<file path="config.mk">
export PLATFORM = sky130hd
export DESIGN_NAME = cla_adder
export DESIGN_NICKNAME = d
export VERILOG_FILES = /design/src/rtl/cla_adder_pkg.sv /design/src/rtl/cla_adder_grp4.sv /design/src/rtl/cla_adder.sv
export SDC_FILE = /design/constraint.sdc
export NUM_CORES = 1
export LEC_CHECK = 0
export BUFFER_PORTS_ARGS = -buffer_cell sky130_fd_sc_hd__buf_2
export CORE_MARGIN = 2
export CORE_UTILIZATION = 25
export CTS_CLUSTER_DIAMETER = 100
export DETAILED_ROUTE_END_ITERATION = 12
export PLACE_DENSITY_LB_ADDON = 0.12
export RECOVER_POWER = 25
export SYNTH_ARGS = -nofsm -noshare
export SYNTH_HDL_FRONTEND = slang
export SYNTH_HIERARCHICAL = 1
export SYNTH_SLANG_ARGS = --single-unit
export TNS_END_PERCENT = 50
</file>
<file path="constraint.sdc">
create_clock -name clk -period 3.7 [get_ports clk]
set_clock_uncertainty 0.1 [all_clocks]
set_input_delay 0.74 -clock clk [delete_from_list [all_inputs] [get_ports clk]]
set_output_delay 0.74 -clock clk [all_outputs]
set_load 0.01 [all_outputs]
</file>
<file path="src/rtl/cla_adder_pkg.sv">
// Shared types and constants for the registered carry-look-ahead adder.
// Holds the look-ahead group size and the per-group generate/propagate bundle.
package cla_adder_pkg;

    localparam int CLA_GROUP = 4;

    typedef struct packed {
        logic [3:0] g;
        logic [3:0] p;
    } gp4_t;

endpackage

</file>
<file path="src/rtl/cla_adder_grp4.sv">
// Combinational 4-bit carry-look-ahead group with flattened carry equations.
// Ports: a, b (4-bit operands), ci (group carry-in); s (sum), G/P (group
// generate/propagate), co (group carry-out).
module cla_adder_grp4
    import cla_adder_pkg::*;
(
    input  logic [3:0] a,
    input  logic [3:0] b,
    input  logic       ci,
    output logic [3:0] s,
    output logic       G,
    output logic       P,
    output logic       co
);

    gp4_t       gp;
    logic [3:0] c;

    assign gp.g = a & b;
    assign gp.p = a ^ b;

    // Every internal carry is a two-level function of ci and g/p terms.
    assign c[0] = ci;
    assign c[1] = gp.g[0]
                | (gp.p[0] & ci);
    assign c[2] = gp.g[1]
                | (gp.p[1] & gp.g[0])
                | (gp.p[1] & gp.p[0] & ci);
    assign c[3] = gp.g[2]
                | (gp.p[2] & gp.g[1])
                | (gp.p[2] & gp.p[1] & gp.g[0])
                | (gp.p[2] & gp.p[1] & gp.p[0] & ci);

    assign G = gp.g[3]
             | (gp.p[3] & gp.g[2])
             | (gp.p[3] & gp.p[2] & gp.g[1])
             | (gp.p[3] & gp.p[2] & gp.p[1] & gp.g[0]);
    assign P  = &gp.p;
    assign co = G | (P & ci);

    assign s = gp.p ^ c;

endmodule

</file>
<file path="src/rtl/cla_adder.sv">
// Registered carry-look-ahead adder: {cout,sum} = a + b + cin, one cycle later.
// Ports: clk, rst (sync, active-high), in_valid, a, b, cin; sum, cout,
// out_valid, and ovf (signed overflow) when CLA_ADDER_OVF_EN is defined.
module cla_adder
    import cla_adder_pkg::*;
#(
    parameter int WIDTH = 4
) (
    input  logic             clk,
    input  logic             rst,
    input  logic             in_valid,
    input  logic [WIDTH-1:0] a,
    input  logic [WIDTH-1:0] b,
    input  logic             cin,
    output logic [WIDTH-1:0] sum,
    output logic             cout,
    output logic             out_valid
`ifdef CLA_ADDER_OVF_EN
    ,
    output logic             ovf
`endif
);

    localparam int NG = WIDTH / CLA_GROUP;

    generate
        if (WIDTH <= 0 || (WIDTH % CLA_GROUP) != 0) begin : g_bad_width
            $error("cla_adder: WIDTH must be a positive multiple of 4");
        end
    endgenerate

    logic [NG:0]      carry;
    logic [NG-1:0]    grp_g;
    logic [NG-1:0]    grp_p;
    logic [WIDTH-1:0] sum_c;

    assign carry[0] = cin;

    // Group carry-out is G | P & ci, so chaining co is the group-level chain.
    for (genvar k = 0; k < NG; k++) begin : g_grp
        cla_adder_grp4 u_grp (
            .a  (a[k*CLA_GROUP +: CLA_GROUP]),
            .b  (b[k*CLA_GROUP +: CLA_GROUP]),
            .ci (carry[k]),
            .s  (sum_c[k*CLA_GROUP +: CLA_GROUP]),
            .G  (grp_g[k]),
            .P  (grp_p[k]),
            .co (carry[k+1])
        );
    end

    logic unused_gp;
    assign unused_gp = ^{grp_g, grp_p};

`ifdef CLA_ADDER_OVF_EN
    // Carry into the MSB recovered from the MSB sum bit.
    logic c_msb;
    assign c_msb = a[WIDTH-1] ^ b[WIDTH-1] ^ sum_c[WIDTH-1];
`endif

    always_ff @(posedge clk) begin
        if (rst) begin
            sum       <= '0;
            cout      <= 1'b0;
            out_valid <= 1'b0;
`ifdef CLA_ADDER_OVF_EN
            ovf       <= 1'b0;
`endif
        end else begin
            out_valid <= in_valid;
            if (in_valid) begin
                sum  <= sum_c;
                cout <= carry[NG];
`ifdef CLA_ADDER_OVF_EN
                ovf  <= c_msb ^ carry[NG];
`endif
            end
        end
    end

endmodule

</file>
==> impl_metrics.env, run 1 <==
export IMPL_yosysWarnings=6
export IMPL_fillCellCount=150
export IMPL_via_count=304
export IMPL_initial_core_util_pct=27.3
export IMPL_hold_viol_final=0
export IMPL_layout_drive_gt1_share_pct=32.1
export IMPL_period_share_pct=49.7
export IMPL_critPathRequiredTime_ns=3.73
export IMPL_leakagePower_nw=0.263
export IMPL_grt_pass1_wl_um=1120
export IMPL_cts_tree="yes"
export IMPL_powerDensity_mw_per_mm2=380
export IMPL_overflow=0
export IMPL_grtUsageTotal_pct=8.53
export IMPL_critPathArrivalTime_ns=1.87
export IMPL_crit_fanout=3
export IMPL_syn_area_per_cell_sq_um=9.84
export IMPL_synthCells=37
export IMPL_register_area_sq_um=120
export IMPL_fin_total_pwr_mw=0.181
export IMPL_multi_input_area_sq_um=214
export IMPL_worst_pin_slew_ns=0.387
export IMPL_relSlewSlack_pct=74.2
export IMPL_die_area_sq_mm=0.00178
export IMPL_slowest_delay_ns=0.33
export IMPL_antenna_left=0
export IMPL_dp_cells=68
export IMPL_antennaDiodeCount=0
export IMPL_synth_fp_nets=54
export IMPL_hold_class="flip-flop to flip-flop"
export IMPL_post_cts_setup_buffers=0
export IMPL_cp_start_kind="primary input"
export IMPL_htree_levels=1
export IMPL_first_global_vias=288
export IMPL_routed_wl_um=668
export IMPL_rsz0062_at_grt="false"
export IMPL_vias_per_cell=4.28
export IMPL_num_rows=13
export IMPL_clkTransAtPathRegs_ns=0.04
export IMPL_wire_per_inst_um=9.41
export IMPL_die_h_um=42.2
export IMPL_portBuffers=17
export IMPL_final_min_clock_period_ns=1.84
export IMPL_final_cells=71
export IMPL_status="finished, final reports clean"
export IMPL_tns_ns=0
export IMPL_fmax_ghz=0.543
export IMPL_setup_viol=0
export IMPL_grt_max_degree=7
export IMPL_worstSetupPathType="primary input to flip-flop"
export IMPL_syn_area_sq_um=364
export IMPL_numCtsBuffers=3
export IMPL_drv_cap=0
export IMPL_clock_latency_ns=0.24
export IMPL_antenna_found_initial=0
export IMPL_fin_nets=75
export IMPL_area_delta_synth_final_pct=30.6
export IMPL_clock_path_buffers=2
export IMPL_maxSlewViolCount=0
export IMPL_path_cells="buf_2 -> ha_1 -> a41oi_1 -> o21ai_2 -> a21o_1 -> mux2i_1 -> nor2_1"
export IMPL_vdd_drop_max_v=0.000237
export IMPL_drc_errors=0
export IMPL_ctsHoldBuffers=0
export IMPL_post_cts_resized=0
export IMPL_dr_pass1_iters=2
export IMPL_finalWeightedCongestion=0.610
export IMPL_hpwl_um=572
export IMPL_ios=18
export IMPL_core_area_sq_mm=0.00133
export IMPL_numClockSinks=6
export IMPL_root_buffer="clkbuf_4"
export IMPL_worst_path_max_delay_cell="ha_1"
export IMPL_cp_end_kind="flip-flop"
export IMPL_die_x_um=42.2
export IMPL_drt_iter0_markers=3
==> critical path, delay by kind of cell <==
family | cells | cell delay, ns
buf+inv | 1 | 0.10
mux | 1 | 0.12
fa+ha+maj | 1 | 0.33
compound gates | 3 | 0.53
simple gates | 1 | 0.05
==> metal layers <==
layer	global-route usage [%]	vias to the layer above	wire length (um)	share of wire (%)
met1	9.49	129	302	45
met5	0	-	0	0
met2	12.9	12	315	47
li1	-	163	-	-
met4	3.75	0	0	0
met3	5.17	0	51	7.6
==> sequential cells by signal (all words and copies together), names as in the netlist <==
name	count
cout	1
out_valid	1
sum	4
==> report_power, final <==
part	switching, mW	total [mW]	internal, mW
combinational	0.0246	0.0489	0.0243
sequential	0.00234	0.0734	0.0711
clock	0.0219	0.0584	0.0366
total	0.0488	0.181	0.132
==> final cells by class <==
cell class | instances | area share [%]
repair buffers | 17 | 17.1
multi-input cells | 25 | 45.0
flip-flops and latches | 6 | 25.3
clock buffers | 3 | 4.74
well taps | 15 | 3.95
inverters | 5 | 3.95
==> final timing paths <==
path / startpoint / to / slack (ns) / depth (start not counted)
setup / recovery: a[2] / cout / 1.86 / 7
hold / removal: sum[2] / sum[2] / 0.39 / 2
setup reg to reg: cout / cout / 3.02 / 2
hold reg to reg: sum[2] / sum[2] / 0.39 / 2
==> placed cells by master, fill, tap and decap left out <==
master / n
a21oi_1: 2
mux2i_1: 5
nor2_1: 5
xor2_1: 1
buf_2: 14
ha_1: 4
fa_1: 1
xnor2_1: 2
nor2b_1: 1
inv_1: 5
clkbuf_1: 3
a21o_1: 2
o21ai_2: 1
dfxtp_1: 6
clkbuf_4: 3
a41oi_1: 1
==> through the flow <==
step / hold WS (ns) / worst slack [ns] / utilization (%) / cell area [sq um]
5_1_grt: 0.417 / 1.79 / 35.6 / 475
6_report: 0.386 / 1.86 / 35.6 / 475
3_5_place_dp: 0.376 / 1.59 / 34.2 / 457
2_1_floorplan: 0.428 / 1.78 / - / 364
4_1_cts: 0.390 / 1.84 / 35.9 / 479
3_3_place_gp: 0.369 / 1.62 / 34.2 / 457
(Power assumes the default switching activity.)
==> run 2, diff against run 1 <==
clock period = 1.68 ns   (was 3.7 ns; I/O delays follow)
==> run 2 against run 1 <==
Sequential power up 120%. Die area unchanged. Clock-buffer cell count unchanged. Non-clock buffer count up 2. Register-to-register slack worse by 2.0 ns. Routed wire length up 1.6%. Final cell count up 2.8%. Via count up 3.9%. Power up 130%. Setup slack worse by 1.6 ns.
==> impl_metrics.env, run 2 (synthesis results as in run 1) <==
export IMPL_layout_common_cells="buf_2 (14), dfxtp_1 (6), mux2i_1 (5), nor2_1 (5), inv_1 (5)"
export IMPL_final_common_cell="buf_2"
export IMPL_rsz0062_at_grt="false"
export IMPL_num_rows=13
export IMPL_top_usage_layer="met2"
export IMPL_layout_drive_gt1_share_pct=34.5
export IMPL_final_min_clock_period_ns=1.42
export IMPL_clock_path_buffers=2
export IMPL_powerDensity_mw_per_mm2=830
export IMPL_top_regs="sum: 4 flops, cout: 1 flops, out_valid: 1 flops"
export IMPL_regMostFlops="sum"
export IMPL_ios=18
export IMPL_status="finished, final reports clean"
export IMPL_period_share_pct=84.3
export IMPL_first_global_vias=293
export IMPL_vias_per_cell=4.33
export IMPL_antennaDiodeCount=0
export IMPL_drc_errors=0
export IMPL_cp_end_kind="flip-flop"
export IMPL_hpwl_um=577
export IMPL_pre_cts_slack_ns=0.00194
export IMPL_die_x_um=42.2
export IMPL_gr_usage_met1_pct=10.4
export IMPL_fin_nets=77
export IMPL_dp_cells=70
export IMPL_fin_total_pwr_mw=0.407
export IMPL_antenna_left=0
export IMPL_portBuffers=17
export IMPL_vdd_drop_max_v=0.000563
export IMPL_routed_wl_um=679
export IMPL_critPathArrivalTime_ns=1.45
export IMPL_hold_class="primary input to flip-flop"
export IMPL_hold_viol_final=0
export IMPL_worst_pin_slew_ns=0.369
export IMPL_cts_tree="yes"
export IMPL_overflow=0
export IMPL_post_cts_setup_buffers=0
export IMPL_grtUsageTotal_pct=9.09
export IMPL_via_count=316
export IMPL_root_buffer="clkbuf_4"
export IMPL_initial_core_util_pct=27.3
export IMPL_final_cells=73
export IMPL_largest_reg_flops=4
export IMPL_drt_iter0_markers=1
export IMPL_htree_levels=1
export IMPL_core_area_sq_mm=0.00133
export IMPL_antenna_found_initial=0
export IMPL_ctsHoldBuffers=0
export IMPL_numClockSinks=6
export IMPL_drv_cap=0
export IMPL_finalWeightedCongestion=0.643
export IMPL_hold_slack_ns=0.237
export IMPL_relSlewSlack_pct=75.4
export IMPL_numCtsBuffers=3
export IMPL_cp_start_kind="primary input"
export IMPL_reg2regPathDepth=2
export IMPL_die_h_um=42.2
export IMPL_area_delta_synth_final_pct=34.7
export IMPL_dr_pass1_iters=2
export IMPL_crit_fanout=2
export IMPL_grt_pass1_wl_um=1130
export IMPL_leakagePower_nw=0.272
export IMPL_die_area_sq_mm=0.00178
export IMPL_setup_slack_ns=0.264
export IMPL_setup_viol=0
export IMPL_maxSlewViolCount=0
export IMPL_tns_ns=0
export IMPL_use_met3_pct=6.47
export IMPL_grt_max_degree=7
export IMPL_fmax_ghz=0.706
export IMPL_clock_latency_ns=0.24
export IMPL_clkTransAtPathRegs_ns=0.05
export IMPL_worstSetupPathType="primary input to flip-flop"
export IMPL_wire_per_inst_um=9.30
export IMPL_post_cts_resized=0
export IMPL_critPathRequiredTime_ns=1.71
export IMPL_hold_path_depth=2
export IMPL_use_met2_pct=12.0
-- run 2: per-layer routing --
metal / routed length (um) / share of wire (%)
met5: 0 / 0
met4: 13 / 1.9
met3: 58 / 8.5
met2: 296 / 44
met1: 311 / 46
-- run 2: where the power goes --
group	leakage [nW]	total, mW	internal [mW]	switching, mW
sequential	0.0496	0.162	0.156	0.00540
combinational	0.209	0.114	0.0588	0.0551
clock	0.0138	0.131	0.0807	0.0507
-- run 2: layout make-up --
| type | count | area [sq um] |
|---|---|---|
| Inverter | 5 | 18.8 |
| Fill cell | 149 | 843 |
| Tap cell | 15 | 18.8 |
| Timing Repair Buffer | 19 | 96.3 |
| Sequential cell | 6 | 120 |
| Clock buffer | 3 | 22.5 |
| Multi-Input combinational cell | 25 | 214 |
-- run 2: per-stage QoR --
| step | cell area [sq um] | util [%] |
|---|---|---|
| after floorplan | 364 | - |
| after global placement | 472 | 35.4 |
| after detailed placement | 472 | 35.4 |
| after CTS | 494 | 37.1 |
| after global routing | 490 | 36.8 |
| final | 490 | 36.8 |
-- run 2: critical path, stage by stage --
cell and delay (ns):
buf_2 0.10, ha_1 0.31, a41oi_1 0.25, o21ai_2 0.10
a21o_1 0.18, mux2i_1 0.13, nor2_1 0.05
-- run 2: worst paths after layout --
check / start / endpoint / slack, ns
worst max-delay path: a[0] / cout / 0.26
worst min-delay path: rst / out_valid / 0.24
worst max register to register: sum[1] / sum[1] / 1.00
worst min register to register: sum[3] / sum[3] / 0.39
